File: config.mk
export PLATFORM = sky130hd
export DESIGN_NAME = code2_pipe
export DESIGN_NICKNAME = d
export VERILOG_FILES = /design/src/rtl/code2_pipe_pkg.sv /design/src/rtl/code2_pipe_reg_bank.sv /design/src/rtl/code2_pipe.sv
export SDC_FILE = /design/constraint.sdc
export NUM_CORES = 2
export LEC_CHECK = 0
export BUFFER_PORTS_ARGS = -buffer_cell sky130_fd_sc_hd__clkbuf_2
export CORE_ASPECT_RATIO = 1.75
export CORE_UTILIZATION = 55
export CTS_CLUSTER_DIAMETER = 80
export DETAILED_ROUTE_END_ITERATION = 10
export GPL_TIMING_DRIVEN = 0
export HOLD_SLACK_MARGIN = 0.1
export PLACE_DENSITY = 0.79
export SYNTH_ARGS = -nofsm -noshare
export SYNTH_HDL_FRONTEND = slang
export SYNTH_SLANG_ARGS = --single-unit
File: constraint.sdc
create_clock -name clk -period 2.5 [get_ports clk]
set_input_delay 0.5 -clock clk [delete_from_list [all_inputs] [get_ports clk]]
set_output_delay 0.5 -clock clk [all_outputs]
set_load 0.02 [all_outputs]
File: src/rtl/code2_pipe_pkg.sv
// Shared widths, instruction field positions and the decoded-field record
// for the code2 decode stage.
package code2_pipe_pkg;

   localparam int unsigned I_W = 24;
   localparam int unsigned P_W = 16;
   localparam int unsigned D_W = 32;
   localparam int unsigned R_W = 5;
   localparam int unsigned F_W = 3;

   localparam int unsigned OP_BIT     = 0;
   localparam int unsigned FUNCT3_LSB = 1;
   localparam int unsigned RD_LSB     = 4;
   localparam int unsigned RS_LSB     = 9;
   localparam int unsigned RT_LSB     = 14;

   typedef struct packed {
      logic           op;
      logic [F_W-1:0] funct3;
      logic [R_W-1:0] rd;
      logic [R_W-1:0] rs_idx;
      logic [R_W-1:0] rt_idx;
   } dec_fields_t;

   function automatic dec_fields_t decode_fields(input logic [I_W-1:0] instr);
      dec_fields_t f;
      f.op     = instr[OP_BIT];
      f.funct3 = instr[FUNCT3_LSB +: F_W];
      f.rd     = instr[RD_LSB +: R_W];
      f.rs_idx = instr[RS_LSB +: R_W];
      f.rt_idx = instr[RT_LSB +: R_W];
      return f;
   endfunction

endpackage

File: src/rtl/code2_pipe_reg_bank.sv
// 2-read/1-write register file: synchronous clear, hardwired zero register,
// and same-cycle write-to-read bypass on both read ports.
module reg_bank
   import code2_pipe_pkg::*;
#(
   parameter int unsigned D = D_W,
   parameter int unsigned R = R_W
) (
   input  logic         clk,
   input  logic         rst,
   input  logic         we3,
   input  logic [R-1:0] wa3,
   input  logic [D-1:0] wd3,
   input  logic [R-1:0] ra1,
   input  logic [R-1:0] ra2,
   output logic [D-1:0] rd1,
   output logic [D-1:0] rd2
);

   localparam int unsigned N = 2 ** R;

   logic [D-1:0] regs_q [N];
   logic [D-1:0] regs_d [N];
   logic         wr_en;

   assign wr_en = we3 && (wa3 != '0);

   always_comb begin
      regs_d = regs_q;
      if (wr_en) begin
         regs_d[wa3] = wd3;
      end
   end

   always_ff @(posedge clk) begin
      if (!rst) begin
         for (int unsigned i = 0; i < N; i++) begin
            regs_q[i] <= '0;
         end
      end else begin
         regs_q <= regs_d;
      end
   end

   // Bypass lets the decode stage see a value being written back this same cycle.
   always_comb begin
      rd1 = regs_q[ra1];
      rd2 = regs_q[ra2];
      if (wr_en && (wa3 == ra1)) rd1 = wd3;
      if (wr_en && (wa3 == ra2)) rd2 = wd3;
      if (ra1 == '0) rd1 = '0;
      if (ra2 == '0) rd2 = '0;
   end

endmodule

File: src/rtl/code2_pipe.sv
// Instruction-decode stage: field extraction, operand read and the
// decode/execute pipeline register.
module code2_pipe
   import code2_pipe_pkg::*;
#(
   parameter int unsigned I = I_W,
   parameter int unsigned P = P_W,
   parameter int unsigned D = D_W,
   parameter int unsigned R = R_W,
   parameter int unsigned F = F_W
) (
   input  logic         clk,
   input  logic         rst,
   input  logic         we3,
   input  logic [P-1:0] next_pc_i,
   input  logic [I-1:0] instr_i,
   input  logic [R-1:0] wa3,
   input  logic [D-1:0] wd3,
   output logic         op_o,
   output logic [F-1:0] funct3_o,
   output logic [R-1:0] rd_o,
   output logic [D-1:0] rs_o,
   output logic [D-1:0] rt_o,
   output logic [P-1:0] next_pc_o
);

   dec_fields_t  fields;
   logic [D-1:0] rs_data;
   logic [D-1:0] rt_data;
   logic         unused_rsvd;

   assign fields      = decode_fields(instr_i);
   assign unused_rsvd = ^instr_i[I-1:RT_LSB+R];

   reg_bank #(
      .D (D),
      .R (R)
   ) u_reg_bank (
      .clk (clk),
      .rst (rst),
      .we3 (we3),
      .wa3 (wa3),
      .wd3 (wd3),
      .ra1 (fields.rs_idx),
      .ra2 (fields.rt_idx),
      .rd1 (rs_data),
      .rd2 (rt_data)
   );

   logic         op_d,     op_q;
   logic [F-1:0] funct3_d, funct3_q;
   logic [R-1:0] rd_d,     rd_q;
   logic [D-1:0] rs_d,     rs_q;
   logic [D-1:0] rt_d,     rt_q;
   logic [P-1:0] npc_d,    npc_q;

   always_comb begin
      op_d     = fields.op;
      funct3_d = fields.funct3;
      rd_d     = fields.rd;
      rs_d     = rs_data;
      rt_d     = rt_data;
      npc_d    = next_pc_i;
   end

   always_ff @(posedge clk) begin
      if (!rst) begin
         op_q     <= 1'b0;
         funct3_q <= '0;
         rd_q     <= '0;
         rs_q     <= '0;
         rt_q     <= '0;
         npc_q    <= '0;
      end else begin
         op_q     <= op_d;
         funct3_q <= funct3_d;
         rd_q     <= rd_d;
         rs_q     <= rs_d;
         rt_q     <= rt_d;
         npc_q    <= npc_d;
      end
   end

   assign op_o      = op_q;
   assign funct3_o  = funct3_q;
   assign rd_o      = rd_q;
   assign rs_o      = rs_q;
   assign rt_o      = rt_q;
   assign next_pc_o = npc_q;

endmodule

==> impl_metrics.py <==
metrics = {
    "run_status": {
        "status": "finished, violations left",
        "violated_checks": "setup timing",
    },
    "logic_synthesis": {
        "synth_edf_count": 0,
        "syn_avg_cell_area_um2": 9.21,
        "top_area_cells_in_the_synthesized_netlist": "sky130_fd_sc_hd__dfxtp_1, sky130_fd_sc_hd__mux4_2, sky130_fd_sc_hd__nand2_1",
        "ys_seq_elements": 1113,
        "synth_seq_area_share": 0.390,
        "synth_cell_types": 42,
        "ys.warnings.count": 0,
        "asyncSetResetFlopFracSynth": 0,
        "post_synth_instance_area_um2": 57200,
        "postSynthCellCount": 6207,
        "synth.net_count": 6287,
        "synthDominantCellAreaShare": 0.390,
        "post_synthesis_cell_type_with_the_largest_combined_area": "sky130_fd_sc_hd__dfxtp_1",
        "yosys_most_used_dff": "sky130_fd_sc_hd__dfxtp_1",
    },
    "pwr": {
        "powerDensity_nw_per_um2": 622,
        "ir_worst_vdd_mv": 0.772,
        "power.leakage_nw": 21.8,
    },
    "worst_setup_path": {
        "cp-start-kind": "input pin",
        "category_of_the_critical_setup_timing_path": "input pin to register",
        "worst-endpoint-arrival_ns": 3.60,
        "end_kind": "register",
        "cp.required_ns": 3.20,
        "worstPathMaxFanout": 10,
        "regToRegSetupSlack_ns": 0.08,
    },
    "die": {
        "die_width_um": 246,
        "initial_utilization": 0.555,
        "boundaryPins": 169,
        "fp.dieH_um": 428,
        "dieArea_um2": 105000,
        "placement_rows": 156,
        "core-area_um2": 103000,
    },
    "placement": {
        "preCtsSetupSlack_ns": -2.16,
        "placement.io_buffers": 122,
        "gp_congestion": 1.09,
        "hpwl_um": 203000,
        "placedInstanceArea_um2": 59500,
    },
    "detailed_routing": {
        "ant_nets": 0,
        "finalWirelength_um": 263000,
        "drt_iter0_markers": 6769,
        "route.vias.total": 52900,
        "drt-pass1-iter-count": 8,
        "per_cell_routed_wire_length_um": 33.1,
        "number_of_design_rule_violations_left_after_detail_routing": 0,
        "route.detailed.vias_per_inst": 6.66,
    },
    "run": {
        "cap_viol_max_count": 0,
    },
    "clocking": {
        "clk_transition_reported_paths_ns": 0.07,
        "clkLatencyLatePin_ns": 0.79,
        "cts_made_buffers": 104,
        "cts_max_level": 3,
        "tritoncts_clock_tree": "built",
        "root_buffer": "sky130_fd_sc_hd__clkbuf_16",
        "number_of_buffers_on_the_longest_clock_path": 3,
        "cts.sink_count": 1113,
    },
    "timing": {
        "report.final.slew_viol_count": 0,
        "finalHoldWorstSlack_ns": 0.106,
        "tightestPinTransition_ns": 1.46,
        "rsz_0062_raised_after_global_routing": "yes",
        "fin_crit_sh": 1.16,
        "timing.slew.headroom": 0.0253,
        "setup_viol_count_final": 170,
        "final_tns_setup_ns": -18.21,
        "worst_clock_skew_ns": 0.0248,
        "layout_setup_ws_ns": -0.399,
        "finalHoldViolations": 0,
        "maxClockFrequency_mhz": 345,
        "finalWorstPathRequiredPeriod_ns": 2.90,
    },
    "layout": {
        "drive_gt1_frac": 0.160,
        "areaGrowthSynthToFinish_pct": 12.4,
        "num-fill-cells": 8855,
        "mostFrequentLayoutCell": "sky130_fd_sc_hd__nand2_1",
        "most-common-layout-cells": "sky130_fd_sc_hd__nand2_1, sky130_fd_sc_hd__dfxtp_1, sky130_fd_sc_hd__a21boi_0, sky130_fd_sc_hd__clkbuf_1, sky130_fd_sc_hd__mux4_2",
        "sequential_cell_area_um2": 22300,
        "multi_input_area_um2": 32600,
        "post_layout_inst_area_um2": 64300,
        "final_nets": 6549,
        "finalCoreUtilization": 0.623,
    },
    "grt": {
        "gr-usage-all-layers": 0.499,
        "antenna_found_initial": 28,
        "grt.overflow.total": 0,
        "grt_first_pass_wirelength_um": 370000,
        "grt_start_max_net_pins": 18,
        "grt_pass1_vias": 52000,
    },
    "hold_path": {
        "hp-class": "input pin to register",
    },
}
==> worst max-delay path: stages <==
cell and delay, ns:
sky130_fd_sc_hd__clkbuf_2 0.13, sky130_fd_sc_hd__buf_2 0.20, sky130_fd_sc_hd__or2_2 0.31, sky130_fd_sc_hd__clkbuf_1 0.38, sky130_fd_sc_hd__nor2_1 1.02, sky130_fd_sc_hd__clkbuf_1 0.67
sky130_fd_sc_hd__nand2_1 0.16, sky130_fd_sc_hd__a21boi_0 0.21
==> metal layers <==
metal | vias up | global-route usage | wire length, um
met1 | 25500 | 0.511 | 82500
met3 | 1369 | 0.171 | 28600
met5 | - | 0 | 92
li1 | 22300 | - | -
met4 | 14 | 0.502 | 32500
met2 | 3696 | 0.777 | 119000
==> what timing repair did <==
item,CTS,global route
pin swaps,1,3
hold buffers,25,0
resized for setup,162,135
buffers inserted,1,4
setup endpoints to repair,162,391
endpoints found under the hold margin,25,0
==> power by group <==
| group | leakage [nW] | switching, mW | total [mW] | internal [mW] |
|---|---|---|---|---|
| clock network | 1.73 | 8.00 | 17.4 | 9.37 |
| registers | 8.99 | 0.123 | 18.0 | 17.9 |
| logic | 11.1 | 3.25 | 4.55 | 1.29 |
==> kinds of logic (layout without fill, tap and decap cells) <==
kind of cell              Yosys count  in the layout  synth area share
xor gates and xnor gates            9              9           0.00138
buffers and inverters             662           1012            0.0482
AOI/OAI and AO/OA                1510           1510             0.200
and+or+nand+nor                  2208           2208             0.153
DFF                              1113           1113             0.390
other                               0             35                 0
muxes                             705            705             0.208
==> Yosys cell counts (32+ instances only) <==
cell type	count
sky130_fd_sc_hd__nand2_1	2020
sky130_fd_sc_hd__dfxtp_1	1113
sky130_fd_sc_hd__a21boi_0	898
sky130_fd_sc_hd__clkbuf_1	495
sky130_fd_sc_hd__mux4_2	384
sky130_fd_sc_hd__mux2i_1	321
sky130_fd_sc_hd__a211oi_1	128
sky130_fd_sc_hd__a221oi_1	128
sky130_fd_sc_hd__a21boi_1	94
sky130_fd_sc_hd__buf_2	91
sky130_fd_sc_hd__nor2b_1	66
sky130_fd_sc_hd__a21oi_1	65
sky130_fd_sc_hd__a211o_1	64
sky130_fd_sc_hd__a22oi_1	64
sky130_fd_sc_hd__o21bai_1	64
sky130_fd_sc_hd__and2_1	58
sky130_fd_sc_hd__buf_4	32
==> per-stage QoR <==
stage | total power, mW | instances
2_1_floorplan | 20.7 | 6207
3_3_place_gp | 22.5 | 7672
3_5_place_dp | 22.5 | 7676
4_1_cts | 39.4 | 7896
5_1_grt | 40.5 | 7926
6_report | 40.0 | 7935
==> final timing paths <==
kind | startpoint | to | cells past startpoint
max | wa3[0] | u_reg_bank.regs_q[292] | 8
max reg2reg | u_reg_bank.regs_q[966] | rs_o[6] | 5
min reg2reg | u_reg_bank.regs_q[742] | u_reg_bank.regs_q[742] | 2
min | wd3[16] | rs_o[16] | 2
==> registers in the layout, summed over array words and instances (netlist names) <==
name and flops:
op_o 1, u_reg_bank.regs_q 1024, rd_o 5, funct3_o 3, rt_o 32, rs_o 32, next_pc_o 16
==> area by class of cell <==
cell class	count	area share
Inverter	3	0.000175
Clock buffer	131	0.0441
Antenna cell	35	0.00136
Timing Repair Buffer	156	0.0146
Sequential cell	1113	0.347
Clock inverter	63	0.0117
Multi-Input combinational cell	4432	0.508
Buffer	659	0.0473
Tap cell	1343	0.0262
(Power assumes the default switching activity.)
